<file path="src/rtl/sync_fifo_pkg.sv">
// Shared constants and helpers for the sync_fifo block.
// Latency: n/a (compile-time only).
// Backpressure: n/a.
//
// Contents: count_width() gives the occupancy counter width for a given
// pointer width (one extra bit so the counter can represent a full FIFO);
// default almost-empty level and the margin below depth for almost-full.
package sync_fifo_pkg;

    localparam int DEFAULT_ALMOST_EMPTY_LEVEL = 2;
    localparam int DEFAULT_ALMOST_FULL_MARGIN = 2;

    // Occupancy runs 0..2**address_width inclusive, so it needs one extra bit.
    function automatic int count_width(input int address_width);
        return address_width + 1;
    endfunction

endpackage

</file>
<file path="src/rtl/sync_fifo_mem.sv">
// Storage array for sync_fifo: simple dual-port RAM, one write and one read port.
// Latency: read data registered, valid the edge after rd_en.
// Backpressure: none; the controller only issues legal accesses.
//
// Ports:
//   Clk               rising-edge clock
//   Clear_in          synchronous active-high clear of the read register only
//   wr_en/wr_addr/wr_dat   write port
//   rd_en/rd_addr     read request
//   rd_dat            registered read data, held when rd_en is low
module sync_fifo_mem #(
    parameter int DATA_WIDTH    = 8,
    parameter int ADDRESS_WIDTH = 4
) (
    input  logic                     Clk,
    input  logic                     Clear_in,
    input  logic                     wr_en,
    input  logic [ADDRESS_WIDTH-1:0] wr_addr,
    input  logic [DATA_WIDTH-1:0]    wr_dat,
    input  logic                     rd_en,
    input  logic [ADDRESS_WIDTH-1:0] rd_addr,
    output logic [DATA_WIDTH-1:0]    rd_dat
);

    localparam int DEPTH = 1 << ADDRESS_WIDTH;

    // Array is deliberately left without a reset so it maps onto RAM macros.
    logic [DATA_WIDTH-1:0] mem [0:DEPTH-1];

    always_ff @(posedge Clk) begin
        if (wr_en) begin
            mem[wr_addr] <= wr_dat;
        end
    end

    // Non-blocking read returns the pre-write word when rd_addr == wr_addr,
    // which gives read-before-write behaviour for a full FIFO pass-through.
    always_ff @(posedge Clk) begin
        if (Clear_in) begin
            rd_dat <= '0;
        end else if (rd_en) begin
            rd_dat <= mem[rd_addr];
        end
    end

endmodule

</file>
<file path="src/rtl/sync_fifo.sv">
// Single-clock FIFO with occupancy count, threshold flags and optional sticky error flags.
// Latency: Data_out registered, valid one edge after an accepted read.
// Backpressure: writes refused when full unless a read is accepted on the same edge; reads refused when empty.
//
// Ports:
//   Clk, Clear_in                      clock and synchronous active-high reset
//   Data_in, WriteEn_in                write side
//   ReadEn_in, Data_out                read side (Data_out holds between reads)
//   Count_out                          occupancy 0..FIFO_DEPTH
//   Full_out, Empty_out                occupancy flags
//   AlmostFull_out, AlmostEmpty_out    threshold flags
//   Overflow_out, Underflow_out        sticky error flags, present only when
//                                      SYNC_FIFO_ERR_FLAGS_EN is defined,
//                                      otherwise constant 0
module sync_fifo
    import sync_fifo_pkg::*;
#(
    parameter int DATA_WIDTH         = 8,
    parameter int ADDRESS_WIDTH      = 4,
    parameter int FIFO_DEPTH         = 1 << ADDRESS_WIDTH,
    parameter int ALMOST_FULL_LEVEL  = FIFO_DEPTH - DEFAULT_ALMOST_FULL_MARGIN,
    parameter int ALMOST_EMPTY_LEVEL = DEFAULT_ALMOST_EMPTY_LEVEL
) (
    input  logic                                 Clk,
    input  logic                                 Clear_in,
    input  logic [DATA_WIDTH-1:0]                Data_in,
    input  logic                                 WriteEn_in,
    output logic                                 Full_out,
    input  logic                                 ReadEn_in,
    output logic [DATA_WIDTH-1:0]                Data_out,
    output logic                                 Empty_out,
    output logic [count_width(ADDRESS_WIDTH)-1:0] Count_out,
    output logic                                 AlmostFull_out,
    output logic                                 AlmostEmpty_out,
    output logic                                 Overflow_out,
    output logic                                 Underflow_out
);

    localparam int CW = count_width(ADDRESS_WIDTH);

    localparam logic [CW-1:0]            DEPTH_C   = CW'(FIFO_DEPTH);
    localparam logic [CW-1:0]            AF_C      = CW'(ALMOST_FULL_LEVEL);
    localparam logic [CW-1:0]            AE_C      = CW'(ALMOST_EMPTY_LEVEL);
    localparam logic [CW-1:0]            CNT_ONE   = CW'(1);
    localparam logic [ADDRESS_WIDTH-1:0] PTR_ONE   = ADDRESS_WIDTH'(1);

    logic [ADDRESS_WIDTH-1:0] wr_ptr;
    logic [ADDRESS_WIDTH-1:0] rd_ptr;
    logic [CW-1:0]            count_q;
    logic [CW-1:0]            count_nxt;
    logic                     wr_acc;
    logic                     rd_acc;

    // A full FIFO can still take a write when a read frees a slot on the
    // same edge; an empty FIFO never services a read, even with a write.
    assign rd_acc = ReadEn_in & ~Empty_out;
    assign wr_acc = WriteEn_in & (~Full_out | ReadEn_in);

    always_comb begin
        count_nxt = count_q;
        case ({wr_acc, rd_acc})
            2'b10:   count_nxt = count_q + CNT_ONE;
            2'b01:   count_nxt = count_q - CNT_ONE;
            default: count_nxt = count_q;
        endcase
    end

    // Flags are registered from count_nxt so they line up with Count_out.
    // Pointers wrap naturally because FIFO_DEPTH is a power of two.
    always_ff @(posedge Clk) begin
        if (Clear_in) begin
            wr_ptr          <= '0;
            rd_ptr          <= '0;
            count_q         <= '0;
            Full_out        <= 1'b0;
            Empty_out       <= 1'b1;
            AlmostFull_out  <= 1'b0;
            AlmostEmpty_out <= 1'b1;
        end else begin
            if (wr_acc) begin
                wr_ptr <= wr_ptr + PTR_ONE;
            end
            if (rd_acc) begin
                rd_ptr <= rd_ptr + PTR_ONE;
            end
            count_q         <= count_nxt;
            Full_out        <= (count_nxt == DEPTH_C);
            Empty_out       <= (count_nxt == '0);
            AlmostFull_out  <= (count_nxt >= AF_C);
            AlmostEmpty_out <= (count_nxt <= AE_C);
        end
    end

    assign Count_out = count_q;

    sync_fifo_mem #(
        .DATA_WIDTH    (DATA_WIDTH),
        .ADDRESS_WIDTH (ADDRESS_WIDTH)
    ) u_mem (
        .Clk      (Clk),
        .Clear_in (Clear_in),
        .wr_en    (wr_acc & ~Clear_in),
        .wr_addr  (wr_ptr),
        .wr_dat   (Data_in),
        .rd_en    (rd_acc),
        .rd_addr  (rd_ptr),
        .rd_dat   (Data_out)
    );

`ifdef SYNC_FIFO_ERR_FLAGS_EN
    logic ovf_q;
    logic unf_q;

    // Sticky until Clear_in; a write on a full FIFO is only an error when no
    // read makes room for it on the same edge.
    always_ff @(posedge Clk) begin
        if (Clear_in) begin
            ovf_q <= 1'b0;
            unf_q <= 1'b0;
        end else begin
            if (WriteEn_in & Full_out & ~ReadEn_in) begin
                ovf_q <= 1'b1;
            end
            if (ReadEn_in & Empty_out) begin
                unf_q <= 1'b1;
            end
        end
    end

    assign Overflow_out  = ovf_q;
    assign Underflow_out = unf_q;
`else
    assign Overflow_out  = 1'b0;
    assign Underflow_out = 1'b0;
`endif

endmodule

</file>
<file path="config.mk">
export PLATFORM = sky130hd
export DESIGN_NAME = sync_fifo
export DESIGN_NICKNAME = d
export VERILOG_FILES = /design/src/rtl/sync_fifo_pkg.sv /design/src/rtl/sync_fifo_mem.sv /design/src/rtl/sync_fifo.sv
export SDC_FILE = /design/constraint.sdc
export NUM_CORES = 1
export LEC_CHECK = 0
export CAP_MARGIN = 20
export CELL_PAD_IN_SITES_DETAIL_PLACEMENT = 0
export CELL_PAD_IN_SITES_GLOBAL_PLACEMENT = 1
export CORE_AREA = 5 5 120 122
export DETAILED_ROUTE_END_ITERATION = 8
export DIE_AREA = 0 0 125 127
export GPL_TIMING_DRIVEN = 1
export PLACE_DENSITY = 0.87
export SLEW_MARGIN = 20
export SYNTH_ARGS = -nofsm -noshare
export SYNTH_HDL_FRONTEND = slang
export SYNTH_SLANG_ARGS = --single-unit
</file>
<file path="constraint.sdc">
create_clock -name Clk -period 3.1 [get_ports Clk]
set_input_delay 0.62 -clock Clk [delete_from_list [all_inputs] [get_ports Clk]]
set_output_delay 0.62 -clock Clk [all_outputs]
set_load 0.03 [all_outputs]
</file>
==> results.md, run 1 <==
* Placement Setup Slack at roughly 0.037 ns
* First-pass GRT wire length at 19400 um
* Hold Crit Depth at 2
* Final setup violating endpoints at 0
* Leakage power at 2.46 nW
* Post-synth EDFFs at approximately 130
* WL final at 12600 um
* Nets at around 440
* Min-Delay Endpoint: u_mem.rd_dat[0]
* Synth Area in XOR/XNOR at under 10%
* CTS Root Cell: clkbuf_16
* Largest net degree at the start of global routing at 36
* Synth Register Bits at between 150 and 200
* Reg2Reg Setup Slack at 0.73 ns
* Area share of the largest cell type after synthesis at 60.9%
* H-tree Lvls at 4
* HPWL Detailed at 7950 um
* Slew Viols, Final at 0
* Worst Clk Skew at ~0.009 ns
* Top_reg_cell synth: edfxtp_1
* GRT overflow at 0
* Outcome: complete, no violations
* Synth Area in Adders at 1.59%
* Launching point of the worst reg2reg path: Full_out
* Routed wire per std cell at 20.6 um
* Post-cts resize count at 0
* Clk Latency, worst-skew pair at 0.42 ns
* CP startpoint kind: primary input
* Post-route DRC at 0
* Synth Instances at 376
* CTS tree: done
* Yosys warns at 0
* Mean Syn Cell Area at approximately 17 sq um
* Via density at between 5 and 6
* Cell mode on critical path: ha_1
* VDD IR max at around 0.00038 V
* Mapped cell area at about 6300 sq um
* Core Area at approximately 13000 sq um
* DR vias at around 3500
* Worst Tran Pin Value at 0.688 ns
* FF-to-FF path depth at 10
* Longest Clk Path Bufs at 2
* Worst-path cell chain: clkdlybuf4s50_1, o21ai_1, ha_1, xor2_1, ha_1, nor2_1, o32ai_1, and4b_1, mux2_2, a21o_1
* Critical path peak fanout at 3
* Main combinational cell family by area after synthesis: multiplexers
* I/O pin count at 31
* Crit Path Class: in -> reg
* CP max stage cell: clkdlybuf4s50_1
* Synth top cells by count: edfxtp_1 (128), nor2_1 (36), dfxtp_1 (25)
* Area after DPL at approximately 6800 sq um
* Sequential share of the synthesized area at 68.8%
* CTS Sinks at around 150
* Share of cells above drive strength 1 at roughly a fifth
* All-Layer GR Usage at 16.4%
* Post-CTS Setup Inserts at 0
* Fmax at 382 MHz
* Synth area leaders: edfxtp_1 (61%), dfxtp_1 (7.9%), mux4_2 (7.8%)
* Initial DRC Count at about 360
* Kind of end point of the critical path: register
* Post-synth top area cell: edfxtp_1
* Final worst slack at just under 0.5 ns
* Simple logic cell fraction of the synthesized area at under 10%
* CP arrival at 2.93 ns
* Period Utilization, post-route at a little over four fifths
* Reg-to-Reg End: AlmostFull_out
* Max-capacitance violation count at 0
* Port bufs at 28
* Hold Crit Class: reg -> reg
* Num CTS Buffers at 17
* CTS Hold Buffers Added at 0
* Initial antenna violation count at 0
* DRT Pass-1 Iters at 5
* Max incr delay on CP at roughly 0.48 ns
* Min cycle time layout at between 2 and 3 ns
* Die area at ~16000 sq um
* Synth async-reset ratio at 0%
* Post-synth cell types at 49
* DIE HEIGHT at between 100 and 150 um
* Mux share of post-synthesis cell area at about an eighth
* Worst EP required at 3.41 ns
* Row count at 42
* Final Hold Vio Count at 0
* Most frequent cell after synthesis: edfxtp_1
* # diodes at 0
* Max-Slew Margin vs Limit at 54.0%
* Vias in the first global route at between 3000 and 4000
* Antenna Nets Post-Route at 0
* Post-route design area at 7410 sq um
* Unrepaired setup endpoints after global routing: false
* Power per Cell Area at around 700 nW/um^2
* GP Congestion at a little over 0.8
* Worst hold start: u_mem.rd_dat[0]
* Area Growth Syn to Fin at 17.3%
* Initial Util at between 40 and 50%
* Die Width at 125 um
* Setup TNS Final at 0 ns
* Synth Area in Compound Gates at 6.42%
* Worst-path clk slew at ~0.070 ns
==> per-stage QoR <==
stage | util [%] | hold WS (ns) | power (mW) | std cells
after floorplan | - | 0.529 | 2.93 | 377
after global placement | 52.1 | 0.466 | 3.13 | 581
after detailed placement | 52.1 | 0.485 | 3.15 | 581
after CTS | 56.6 | 0.500 | 5.19 | 613
after global routing | 56.6 | 0.523 | 5.36 | 613
final | 56.6 | 0.494 | 5.14 | 613
==> metal layers <==
layer	share of wire, %	up-vias	track usage [%]
li1	-	1567	-
met1	42	1776	21.6
met2	50	125	25.8
met3	5.7	21	4.17
met4	2.3	0	7.53
met5	0	-	0
==> cells in the final DEF (no fill, tap or decap), types with 3 or more instances in the layout <==
master / synthesis / final
o21ai_0: 6 / 6
clkbuf_16: 0 / 17
inv_1: 7 / 7
mux4_1: 10 / 10
xor2_1: 5 / 5
a21oi_1: 23 / 23
clkdlybuf4s50_1: 0 / 28
mux4_2: 22 / 22
nand2_1: 13 / 13
nor3_1: 5 / 5
nor2_1: 36 / 36
nand2b_1: 4 / 4
a22oi_1: 17 / 17
ha_1: 8 / 8
nand3_1: 3 / 3
edfxtp_1: 128 / 128
dfxtp_1: 25 / 24
xnor2_1: 5 / 5
nor2b_1: 3 / 3
nand4_1: 3 / 3
buf_4: 7 / 24
inv_6: 0 / 6
clkinv_2: 0 / 3
==> sequential cells by signal (all words and copies together) (netlist names) <==
register         flops
u_mem.mem          128
u_mem.rd_dat         8
Count_out            5
Empty_out            1
Full_out             1
rd_ptr               4
AlmostEmpty_out      1
wr_ptr               4
AlmostFull_out       1
==> logic make-up (layout without fill, tap and decap cells) <==
group | after synthesis | count (layout)
simple gates | 75 | 75
fa+ha+maj | 8 | 8
buf+inv | 32 | 92
flops | 153 | 153
mux | 34 | 34
xor+xnor | 11 | 11
compound gates | 62 | 62
other cells | 1 | 2
==> worst max-delay path: cells and delay by family <==
kind            cells  cell delay [ns]
xor+xnor            1             0.16
mux                 1             0.37
simple gates        2             0.45
fa+ha+maj           2             0.49
buf+inv             1             0.48
compound gates      3             0.36
==> cell type report <==
class,instances,area (sq um)
fill,959,5680
sequential,153,4350
multi-input combinational,192,1750
timing repair buffer,53,480
clock buffer,17,425
tap,176,220
clock inverter,15,164
inverter,7,26.3
==> worst max path at each step <==
stage | startpoint | end | cells past startpoint | slack (ns)
after floorplan | ReadEn_in | AlmostFull_out | 10 | 0.22
after global placement | ReadEn_in | AlmostFull_out | 10 | 0.12
after detailed placement | ReadEn_in | AlmostFull_out | 10 | 0.04
after CTS | ReadEn_in | AlmostFull_out | 10 | 0.49
after global routing | ReadEn_in | AlmostFull_out | 10 | 0.32
final | ReadEn_in | AlmostFull_out | 10 | 0.48
==> power breakdown <==
group          switching, mW  leakage (nW)  internal [mW]
combinational          0.391         0.816          0.347
clock                  0.832         0.291           1.20
sequential            0.0813          1.36           2.29
Power figures use the tool's default switching activity.
==> inputs of run 2 (changes only) <==
--- a/config.mk
+++ b/config.mk
@@ -8,11 +8,11 @@
 export CAP_MARGIN = 20
 export CELL_PAD_IN_SITES_DETAIL_PLACEMENT = 0
 export CELL_PAD_IN_SITES_GLOBAL_PLACEMENT = 1
-export CORE_AREA = 5 5 120 122
+export CORE_AREA = 5 5 124 126
 export DETAILED_ROUTE_END_ITERATION = 8
-export DIE_AREA = 0 0 125 127
+export DIE_AREA = 0 0 129 131
 export GPL_TIMING_DRIVEN = 1
-export PLACE_DENSITY = 0.87
+export PLACE_DENSITY = 0.85
 export SLEW_MARGIN = 20
 export SYNTH_ARGS = -nofsm -noshare
 export SYNTH_HDL_FRONTEND = slang
==> constraint.sdc (replaced) <==
create_clock -name Clk -period 2.4 [get_ports Clk]
set_input_delay 0.48 -clock Clk [delete_from_list [all_inputs] [get_ports Clk]]
set_output_delay 0.48 -clock Clk [all_outputs]
set_load 0.03 [all_outputs]
==> results.md, run 2 (same netlist as run 1, synthesis figures left out) <==
* Outcome: complete, no violations
* Initial Util at roughly 44%
* Post-CTS Setup Inserts at 0
* Kind of end point of the critical path: register
* DRT Pass-1 Iters at 5
* Initial antenna violation count at 0
* I/O pin count at 31
* Worst EP required at between 2 and 3 ns
* Util after Layout at a little over half
* Area Growth Syn to Fin at 20.5%
* Die area at 16900 sq um
* DR vias at 3398
* CTS Root Cell: clkbuf_16
* HPWL Detailed at 7970 um
* Non-Filler Instances at 634
* WL final at 12200 um
* Via density at 5.36
* Port bufs at 28
* Critical path peak fanout at 3
* Clk Latency, worst-skew pair at just over 0.4 ns
* CP startpoint kind: primary input
* Longest Clk Path Bufs at 2
* GRT overflow at 0
* Commonest non-fill, non-tap cells in the layout: edfxtp_1 (128), nor2_1 (36), buf_4 (35)
* H-tree Lvls at 4
* VDD IR max at 0.000527 V
* Initial DRC Count at around 330
* Most common cell after layout, fill and taps aside: edfxtp_1
* Final Hold Vio Count at 0
* CTS Sinks at around 150
* CP arrival at ~2.6 ns
* Setup TNS Final at 0 ns
* Post-route DRC at 0
* DIE HEIGHT at between 100 and 150 um
* Min cycle time layout at 2.30 ns
* Max-capacitance violation count at 0
* Placed cells at between 600 and 700
* Largest net degree at the start of global routing at 36
* Slew Viols, Final at 0
* Core Area at about 14000 sq um
* Die Width at roughly 130 um
* Share of cells above drive strength 1 at a little under a quarter
* Final setup violating endpoints at 0
* CTS tree: done
* Hold Crit Class: reg -> reg
* First-pass GRT wire length at about 19000 um
* Worst Tran Pin Value at 0.666 ns
* Num CTS Buffers at 17
* All-Layer GR Usage at between 10% and 20%
* Nets at 457
* Period Utilization, post-route at roughly 96%
* # diodes at 0
* Number of flip-flops in the largest register at 128
* Row count at 44
* GP Congestion at approximately 0.77
* Worst Clk Skew at 0.00703 ns
* Crit Path Class: in -> reg
* Leakage power at 2.54 nW
* Routed wire per std cell at just under 20 um
* Most flops, register: u_mem.mem
* Antenna Nets Post-Route at 0
* Worst-path clk slew at around 0.06 ns
* Max-Slew Margin vs Limit at between 50% and 60%
* Fmax at 435 MHz
* Power per Cell Area at between 900 and 1000 nW/um^2
* Vias in the first global route at ~3400
## run 2: critical path, stage by stage
cell and delay [ns]:
clkdlybuf4s50_1 0.50, o21ai_4 0.08, ha_4 0.16, xor2_1 0.14
ha_2 0.18, buf_4 0.14, a21oi_4 0.14, xor3_1 0.28
nand3_1 0.14, o21ai_0 0.10, a31o_2 0.27
## run 2: metal layers
metal	vias to the layer above	global-route usage [%]	part of all wire [%]
li1	1594	-	-
met1	1680	21.2	44
met2	105	24.1	49
met3	19	5.73	5.9
met4	0	4.82	1.6
met5	-	0	0
## run 2: worst paths after layout
path / startpoint / to / slack, ns / depth (start not counted)
setup reg to reg: Empty_out / Empty_out / 0.17 / 11
hold / removal: u_mem.rd_dat[0] / u_mem.rd_dat[0] / 0.49 / 2
hold reg to reg: u_mem.rd_dat[0] / u_mem.rd_dat[0] / 0.49 / 2
setup / recovery: WriteEn_in / Empty_out / 0.10 / 11
## run 2: area by class of cell
| type | instances | area [sq um] |
|---|---|---|
| fill | 1102 | 6590 |
| multi-input combinational | 192 | 1780 |
| timing repair buffer | 66 | 602 |
| sequential | 153 | 4350 |
| clock buffer | 18 | 429 |
| inverter | 7 | 31.3 |
| tap | 184 | 230 |
| clock inverter | 14 | 184 |
## run 2: report_power, final
part	total (mW)	internal, mW	switching [mW]
clock	2.73	1.66	1.07
sequential	3.03	2.96	0.0710
combinational	1.10	0.526	0.574
## run 2: what timing repair did
action                     CTS  global route
pin swaps                    0             0
hold buffers                 0             0
setup endpoints to repair    2             2
cloned                       0             0
gates resized for setup      1             1
## run 2: stage by stage
step | hold WS [ns] | area, sq um | total power, mW | setup slack (ns)
after detailed placement | 0.486 | 6990 | 4.18 | -0.467
after global placement | 0.471 | 6990 | 4.15 | -0.393
after CTS | 0.502 | 7600 | 6.91 | 0.135
final | 0.494 | 7610 | 6.86 | 0.101
after floorplan | 0.529 | 6360 | 3.80 | -0.0246
after global routing | 0.516 | 7610 | 7.14 | -0.0121
